--- src/rtl/gshare_bp_pkg.sv ---
// Shared definitions for the gshare branch predictor: default sizes and the
// saturating-counter helpers used by the counter table.
package gshare_bp_pkg;

  localparam int IDX_W_DEF  = 8;
  localparam int CNT_W_DEF  = 2;
  localparam int HIST_W_DEF = 8;

  // Counters are at most 4 bits wide, so the helpers work on a 4-bit container
  // and callers narrow the result to their own CNT_W.
  localparam int CNT_MAX_W = 4;

  // Weakly-taken value: MSB set, all other bits clear.
  function automatic logic [CNT_MAX_W-1:0] cnt_reset_val(input int cnt_w);
    return CNT_MAX_W'(1 << (cnt_w - 1));
  endfunction

  // One saturating step toward taken (up=1) or not-taken (up=0); never wraps.
  function automatic logic [CNT_MAX_W-1:0] cnt_sat_step(input logic [CNT_MAX_W-1:0] cnt,
                                                        input logic up,
                                                        input int cnt_w);
    logic [CNT_MAX_W-1:0] max_v;
    max_v = CNT_MAX_W'((1 << cnt_w) - 1);
    if (up) begin
      return (cnt == max_v) ? cnt : cnt + 1'b1;
    end
    return (cnt == '0) ? cnt : cnt - 1'b1;
  endfunction

endpackage

--- src/rtl/gshare_bp_if.sv ---
// Fetch/commit bus between the front end / ROB (master) and the predictor
// (slave).
//
// Handshake: there is no backpressure. rdy is a global enable driven by the
// master side; a fetch is accepted in any cycle with in_fetch_valid=1 and
// rdy=1, and a commit in any cycle with in_commit_valid=1 and rdy=1 (rst wins
// over both). out_fetch_taken / out_fetch_hist are combinational and valid
// every cycle.
interface gshare_bp_if #(
  parameter int IDX_W  = 8,
  parameter int HIST_W = 8
);
  logic              rdy;
  logic              in_fetch_valid;
  logic [IDX_W-1:0]  in_fetch_idx;
  logic              in_fetch_taken;
  logic              out_fetch_taken;
  logic [HIST_W-1:0] out_fetch_hist;
  logic              in_commit_valid;
  logic [IDX_W-1:0]  in_commit_idx;
  logic [HIST_W-1:0] in_commit_hist;
  logic              in_commit_taken;
  logic              in_commit_mispredict;

  modport master (
    output rdy, in_fetch_valid, in_fetch_idx, in_fetch_taken,
    output in_commit_valid, in_commit_idx, in_commit_hist,
    output in_commit_taken, in_commit_mispredict,
    input  out_fetch_taken, out_fetch_hist
  );

  modport slave (
    input  rdy, in_fetch_valid, in_fetch_idx, in_fetch_taken,
    input  in_commit_valid, in_commit_idx, in_commit_hist,
    input  in_commit_taken, in_commit_mispredict,
    output out_fetch_taken, out_fetch_hist
  );
endinterface

--- src/rtl/bp_sat_counter_table.sv ---
// Table of 2**IDX_W saturating counters: one combinational read port for the
// prediction and one write port that applies a saturating step in place.
// A read and a write to the same entry in one cycle returns the old value.
module bp_sat_counter_table
  import gshare_bp_pkg::*;
#(
  parameter int IDX_W = IDX_W_DEF,
  parameter int CNT_W = CNT_W_DEF
) (
  input  logic             clk,
  input  logic             rst,
  input  logic [IDX_W-1:0] rd_idx,
  output logic [CNT_W-1:0] rd_cnt,
  input  logic             wr_en,
  input  logic [IDX_W-1:0] wr_idx,
  input  logic             wr_up
);

  localparam int DEPTH = 1 << IDX_W;
  localparam logic [CNT_W-1:0] RST_VAL = CNT_W'(cnt_reset_val(CNT_W));

  logic [CNT_W-1:0] cnt_q [DEPTH];
  logic [CNT_W-1:0] wr_next;

  assign rd_cnt = cnt_q[rd_idx];

  // Next value of the written entry: one saturating step in the resolved direction.
  always_comb begin
    wr_next = CNT_W'(cnt_sat_step(CNT_MAX_W'(cnt_q[wr_idx]), wr_up, CNT_W));
  end

  // Reset every entry to weakly taken; otherwise update the single written entry.
  always_ff @(posedge clk) begin
    if (rst) begin
      for (int i = 0; i < DEPTH; i++) begin
        cnt_q[i] <= RST_VAL;
      end
    end else if (wr_en) begin
      cnt_q[wr_idx] <= wr_next;
    end
  end

endmodule

--- src/rtl/gshare_bp.sv ---
// Gshare branch direction predictor with speculative global history and
// commit-time repair on mispredict.
// Build option: define BP_GSHARE_EN to XOR the history into the table index;
// without it the PC tag indexes the table directly (history is still kept and
// exported so the port list does not change).
module gshare_bp
  import gshare_bp_pkg::*;
#(
  parameter int IDX_W  = IDX_W_DEF,
  parameter int CNT_W  = CNT_W_DEF,
  parameter int HIST_W = HIST_W_DEF
) (
  input logic         clk,
  input logic         rst,
  gshare_bp_if.slave  bus
);

  logic [HIST_W-1:0] spec_ghr;
  logic [HIST_W-1:0] fetch_shift;
  logic [HIST_W-1:0] repair_hist;
  logic [IDX_W-1:0]  fetch_idx;
  logic [IDX_W-1:0]  commit_idx;
  logic [CNT_W-1:0]  rd_cnt;
  logic              fetch_fire;
  logic              commit_fire;
  logic              repair;
  logic [31:0]       hit_cnt;
  logic [31:0]       miss_cnt;

  assign fetch_fire  = bus.rdy & bus.in_fetch_valid;
  assign commit_fire = bus.rdy & bus.in_commit_valid;
  // Mispredict only matters on a real commit.
  assign repair      = commit_fire & bus.in_commit_mispredict;

  // History with the newest direction inserted at the LSB.
  if (HIST_W == 1) begin : g_hist1
    assign fetch_shift = bus.in_fetch_taken;
    assign repair_hist = bus.in_commit_taken;
  end else begin : g_histn
    assign fetch_shift = {spec_ghr[HIST_W-2:0], bus.in_fetch_taken};
    assign repair_hist = {bus.in_commit_hist[HIST_W-2:0], bus.in_commit_taken};
  end

`ifdef BP_GSHARE_EN
  logic [IDX_W-1:0] ghr_ext;
  logic [IDX_W-1:0] commit_hist_ext;

  // Zero-extend both histories to the index width and fold them into the PC tag.
  always_comb begin
    ghr_ext                     = '0;
    ghr_ext[HIST_W-1:0]         = spec_ghr;
    commit_hist_ext             = '0;
    commit_hist_ext[HIST_W-1:0] = bus.in_commit_hist;
    fetch_idx                   = bus.in_fetch_idx ^ ghr_ext;
    commit_idx                  = bus.in_commit_idx ^ commit_hist_ext;
  end
`else
  // Plain bimodal indexing: the PC tag selects the counter directly.
  always_comb begin
    fetch_idx  = bus.in_fetch_idx;
    commit_idx = bus.in_commit_idx;
  end
`endif

  bp_sat_counter_table #(
    .IDX_W (IDX_W),
    .CNT_W (CNT_W)
  ) u_table (
    .clk    (clk),
    .rst    (rst),
    .rd_idx (fetch_idx),
    .rd_cnt (rd_cnt),
    .wr_en  (commit_fire),
    .wr_idx (commit_idx),
    .wr_up  (bus.in_commit_taken)
  );

  assign bus.out_fetch_taken = rd_cnt[CNT_W-1];
  assign bus.out_fetch_hist  = spec_ghr;

  // Speculative history: repair from the commit beats a same-cycle fetch shift.
  always_ff @(posedge clk) begin
    if (rst) begin
      spec_ghr <= '0;
    end else if (repair) begin
      spec_ghr <= repair_hist;
    end else if (fetch_fire) begin
      spec_ghr <= fetch_shift;
    end
  end

  // Commit statistics, free-running modulo 2**32.
  always_ff @(posedge clk) begin
    if (rst) begin
      hit_cnt  <= '0;
      miss_cnt <= '0;
    end else if (commit_fire) begin
      if (bus.in_commit_mispredict) begin
        miss_cnt <= miss_cnt + 32'd1;
      end else begin
        hit_cnt <= hit_cnt + 32'd1;
      end
    end
  end

endmodule

--- src/flat_wrapper.sv ---
// flat-port wrapper written by rule: the top's interface ports become plain ports
module gshare_bp_flat import gshare_bp_pkg::*;
#(
  parameter int IDX_W  = IDX_W_DEF,
  parameter int CNT_W  = CNT_W_DEF,
  parameter int HIST_W = HIST_W_DEF
)
  (clk, rst, bus_rdy, bus_in_fetch_valid, bus_in_fetch_idx, bus_in_fetch_taken, bus_in_commit_valid, bus_in_commit_idx, bus_in_commit_hist, bus_in_commit_taken, bus_in_commit_mispredict, bus_out_fetch_taken, bus_out_fetch_hist);
  gshare_bp_if #(.IDX_W(IDX_W), .HIST_W(HIST_W)) bus_i ();
  input logic clk;
  input logic rst;
  input wire logic [$bits(bus_i.rdy)-1:0] bus_rdy;
  input wire logic [$bits(bus_i.in_fetch_valid)-1:0] bus_in_fetch_valid;
  input wire logic [$bits(bus_i.in_fetch_idx)-1:0] bus_in_fetch_idx;
  input wire logic [$bits(bus_i.in_fetch_taken)-1:0] bus_in_fetch_taken;
  input wire logic [$bits(bus_i.in_commit_valid)-1:0] bus_in_commit_valid;
  input wire logic [$bits(bus_i.in_commit_idx)-1:0] bus_in_commit_idx;
  input wire logic [$bits(bus_i.in_commit_hist)-1:0] bus_in_commit_hist;
  input wire logic [$bits(bus_i.in_commit_taken)-1:0] bus_in_commit_taken;
  input wire logic [$bits(bus_i.in_commit_mispredict)-1:0] bus_in_commit_mispredict;
  output wire logic [$bits(bus_i.out_fetch_taken)-1:0] bus_out_fetch_taken;
  output wire logic [$bits(bus_i.out_fetch_hist)-1:0] bus_out_fetch_hist;
  assign bus_i.rdy = bus_rdy;
  assign bus_i.in_fetch_valid = bus_in_fetch_valid;
  assign bus_i.in_fetch_idx = bus_in_fetch_idx;
  assign bus_i.in_fetch_taken = bus_in_fetch_taken;
  assign bus_i.in_commit_valid = bus_in_commit_valid;
  assign bus_i.in_commit_idx = bus_in_commit_idx;
  assign bus_i.in_commit_hist = bus_in_commit_hist;
  assign bus_i.in_commit_taken = bus_in_commit_taken;
  assign bus_i.in_commit_mispredict = bus_in_commit_mispredict;
  assign bus_out_fetch_taken = bus_i.out_fetch_taken;
  assign bus_out_fetch_hist = bus_i.out_fetch_hist;
  gshare_bp #(.IDX_W(IDX_W), .CNT_W(CNT_W), .HIST_W(HIST_W)) u_core (.clk(clk), .rst(rst), .bus(bus_i));
endmodule
--- config.mk ---
export PLATFORM = sky130hd
export DESIGN_NAME = gshare_bp_flat
export DESIGN_NICKNAME = d
export VERILOG_FILES = /design/src/rtl/gshare_bp_pkg.sv /design/src/rtl/gshare_bp_if.sv /design/src/rtl/bp_sat_counter_table.sv /design/src/rtl/gshare_bp.sv /design/src/flat_wrapper.sv
export SDC_FILE = /design/constraint.sdc
export NUM_CORES = 1
export LEC_CHECK = 0
export BUFFER_PORTS_ARGS = -buffer_cell sky130_fd_sc_hd__buf_4
export CELL_PAD_IN_SITES_DETAIL_PLACEMENT = 1
export CELL_PAD_IN_SITES_GLOBAL_PLACEMENT = 2
export CORE_MARGIN = 4
export CORE_UTILIZATION = 45
export DETAILED_ROUTE_END_ITERATION = 8
export MAX_ROUTING_LAYER = met4
export PLACE_DENSITY = 0.91
export SYNTH_ARGS = -nofsm -noshare
export SYNTH_HDL_FRONTEND = slang
export SYNTH_SLANG_ARGS = --single-unit
--- constraint.sdc ---
create_clock -name clk -period 4.6 [get_ports clk]
set_clock_uncertainty 0.2 [all_clocks]
set_input_delay 0.23 -clock clk [delete_from_list [all_inputs] [get_ports clk]]
set_output_delay 0.23 -clock clk [all_outputs]
set_load 0.03 [all_outputs]
==> metrics.cfg <==
[outcome]
status=completed

[clock_tree]
cts_resized=0
postCtsSetupRepairBufs=0
numCtsBuffers=56
cts_buffer_depth=3
clkSinkCount=520
root_buffer=clkbuf_16
clkTransAtPathRegs_ps=60
hold_buffers=17
cts_max_level=2
cts_tree=yes
insertion_delay_ps=630

[timing]
period_share_pct=89.52
period_minus_slack_ps=4118
fin_setup_tns_ps=0
finalMaxSlewViolations=0
max_freq_mhz=242.8
tightest_slew_ps=1219
hold_viol_final=0
setup_viol=0
relSlewSlack_pct=18.75
rsz0062_at_grt=no

[synthesis]
yosysMostFrequentCell=edfxtp_1
async_reset_ff_share_pct=0
synth_edf_count=512
ys_types=59
syn_nets=2179
yosys-top-cells-area=edfxtp_1 54%, mux4_2 14%, nand3_1 5.0%
yosysTopAreaCellShare_pct=54.48
yosys_warnings=0
netlist_top_cells_count=512 x edfxtp_1, 283 x nand3_1, 228 x nor3_1, 190 x clkbuf_1, 181 x mux4_2
synth_cells=2147
ys_seq_area_share_pct=55.04
ys_ff_latch=520
ys.flop_type=edfxtp_1
syn_area_per_cell_um2=13.15
synth_area_leader_cell=edfxtp_1
syn_area_um2=28220

[power]
netSwitchingFraction_pct=25.45
p_comb_share_pct=11.2
power_density_nw_per_um2=355.8
total_power_w=0.01125
power.leakage_nw=9.438
p_sw_w=0.002863
p_clk_share_pct=41.6
p_int_w=0.008387
ir_drop_uv=350.6
seqPwrFrac_pct=47.2

[floorplan]
fp-row-count=91
die_h_um=258.4
coreArea_um2=61940
dieArea_um2=66790
die_w_um=258.4
initial_core_util_pct=45.57
io_pins=41

[cells_and_area]
drive_above_1_share_pct=23.92
areaGrowthSynthToFinish_pct=12.04
n_fill_cell=6117
fin_area_um2=31620
fin_nets=2119
fin_cells=2971

[setup_path]
reg2reg_slack_ps=480
crit_path_start_kind=register
arrival_ps=4240
r2r_end=u_core.u_table.cnt_q[41][1]
crit_path_end_kind=register
critPathLaunch=u_core.u_table.cnt_q[247][0]
crit_path_end=u_core.u_table.cnt_q[41][1]
ff2ff_path_depth=8
crit_fanout=71
path_class=reg2reg
required_ps=4720
r2r-start=u_core.u_table.cnt_q[247][0]

[grt]
grt_max_degree=101
globalRouteOverflowTotal=0
grt.total_usage_pct=30.96
grt_pass1_wl_um=148900
antenna_found_initial=2
grt_pass1_vias=21810

[drt]
via_count=21140
wirelength_um=101300
drtAntennaViolNets=0
wire_per_inst_um=34.09
drtPass1Iterations=6
drc=0
drt_iter0_drc=3227
viasPerCell=7.114

[worst_hold_path]
hold_class=in2reg

[placed_design]
hpwl_um=63490
place_inst=2849
port_buffers=39
placed_area_um2=29600
gp_congestion=0.9268

[flow_run]
cap_violations=0

-- state kept, by name (all words and copies together), names as in the netlist --
register	cells
u_core.bus.out_fetch_hist	8
u_core.u_table.cnt_q	512
-- kinds of logic (layout without fill, tap and decap cells) --
logic type / count (synthesis) / after routing / synth area share, %
and+or+nand+nor: 696 / 696 / 12.94
DFF: 520 / 520 / 55.04
AOI/OAI and AO/OA: 363 / 363 / 9.656
buffers and inverters: 300 / 285 / 4.783
muxes: 268 / 268 / 17.57
other: 0 / 2 / 0
-- per-layer routing --
layer	up-vias	GRT usage [%]	wire (um)
met5	-	-	0
met4	0	15.25	6156
met2	1533	47.40	47220
li1	8384	-	-
met3	371	7.749	12380
met1	10850	38.81	35540
-- final cells by class --
class / instances / area [um^2] / share of cell area [%]
sequential: 520 / 15530 / 49.13
multi-input combinational: 1327 / 11550 / 36.53
timing repair buffer: 176 / 1613 / 5.101
clock buffer: 68 / 1468 / 4.642
tap: 837 / 1047 / 3.312
clock inverter: 35 / 380.4 / 1.203
inverter: 6 / 22.52 / 0.07123
antenna: 2 / 5.005 / 0.01583
-- cells in the final DEF, fill, tap and decap left out, drive strengths merged, types with 8 or more instances in the layout --
cell type / Yosys / routed
a21o: 130 / 130
o21bai: 128 / 128
edfxtp: 512 / 512
nand3: 283 / 283
nand2: 54 / 54
a21oi: 10 / 10
a211oi: 8 / 8
a22oi: 39 / 39
nand4: 8 / 8
clkbuf: 190 / 68
mux2i: 77 / 77
clkinv: 1 / 24
bufinv: 0 / 8
mux2: 10 / 10
dfxtp: 8 / 8
inv: 5 / 8
a311oi: 11 / 11
nor2b: 12 / 12
mux4: 181 / 181
dlygate4sd3: 0 / 17
nor3: 267 / 267
buf: 104 / 159
nor2: 43 / 43
-- how the worst min path moves through the flow --
| stage | start | endpoint | slack (ps) | cells after the start |
|---|---|---|---|---|
| finish | rst | u_core.u_table.cnt_q[68][1] | 110 | 2 |
| global route | rst | u_core.u_table.cnt_q[68][0] | 120 | 2 |
| CTS | rst | u_core.u_table.cnt_q[68][0] | 80 | 2 |
| detailed placement | u_core.bus.out_fetch_hist[7] | u_core.bus.out_fetch_hist[7] | 280 | 2 |
| global placement | u_core.bus.out_fetch_hist[7] | u_core.bus.out_fetch_hist[7] | 280 | 2 |
| floorplan | bus_in_commit_taken | u_core.bus.out_fetch_hist[0] | 210 | 2 |
-- stage by stage --
| step | worst slack [ps] | hold WS, ps | util, % |
|---|---|---|---|
| after floorplan | 970.7 | 210.8 | - |
| after global placement | 201.0 | 283.3 | 47.78 |
| after detailed placement | 173.7 | 280.8 | 47.78 |
| after CTS | 488.4 | 83.21 | 51.04 |
| after global routing | 410.5 | 119.9 | 51.05 |
| final | 482.1 | 107.6 | 51.05 |
-- power by group through the flow --
stage               Clock, W  Combinational (W)  Sequential (W)
global placement           0            0.00118         0.00540
finish               0.00468            0.00126         0.00531
CTS                  0.00470            0.00123         0.00531
detailed placement         0            0.00121         0.00541
floorplan                  0           0.000808         0.00540
global route         0.00489            0.00131         0.00532
-- critical path, cell delays in order (launching register included) --
cell and delay, ps:
edfxtp_1 390, mux4_2 520, mux4_2 510, a211oi_1 380
or4b_4 560, o31ai_1 460, a31o_4 260, buf_12 310
nand3_1 160
Power figures use the tool's default switching activity.
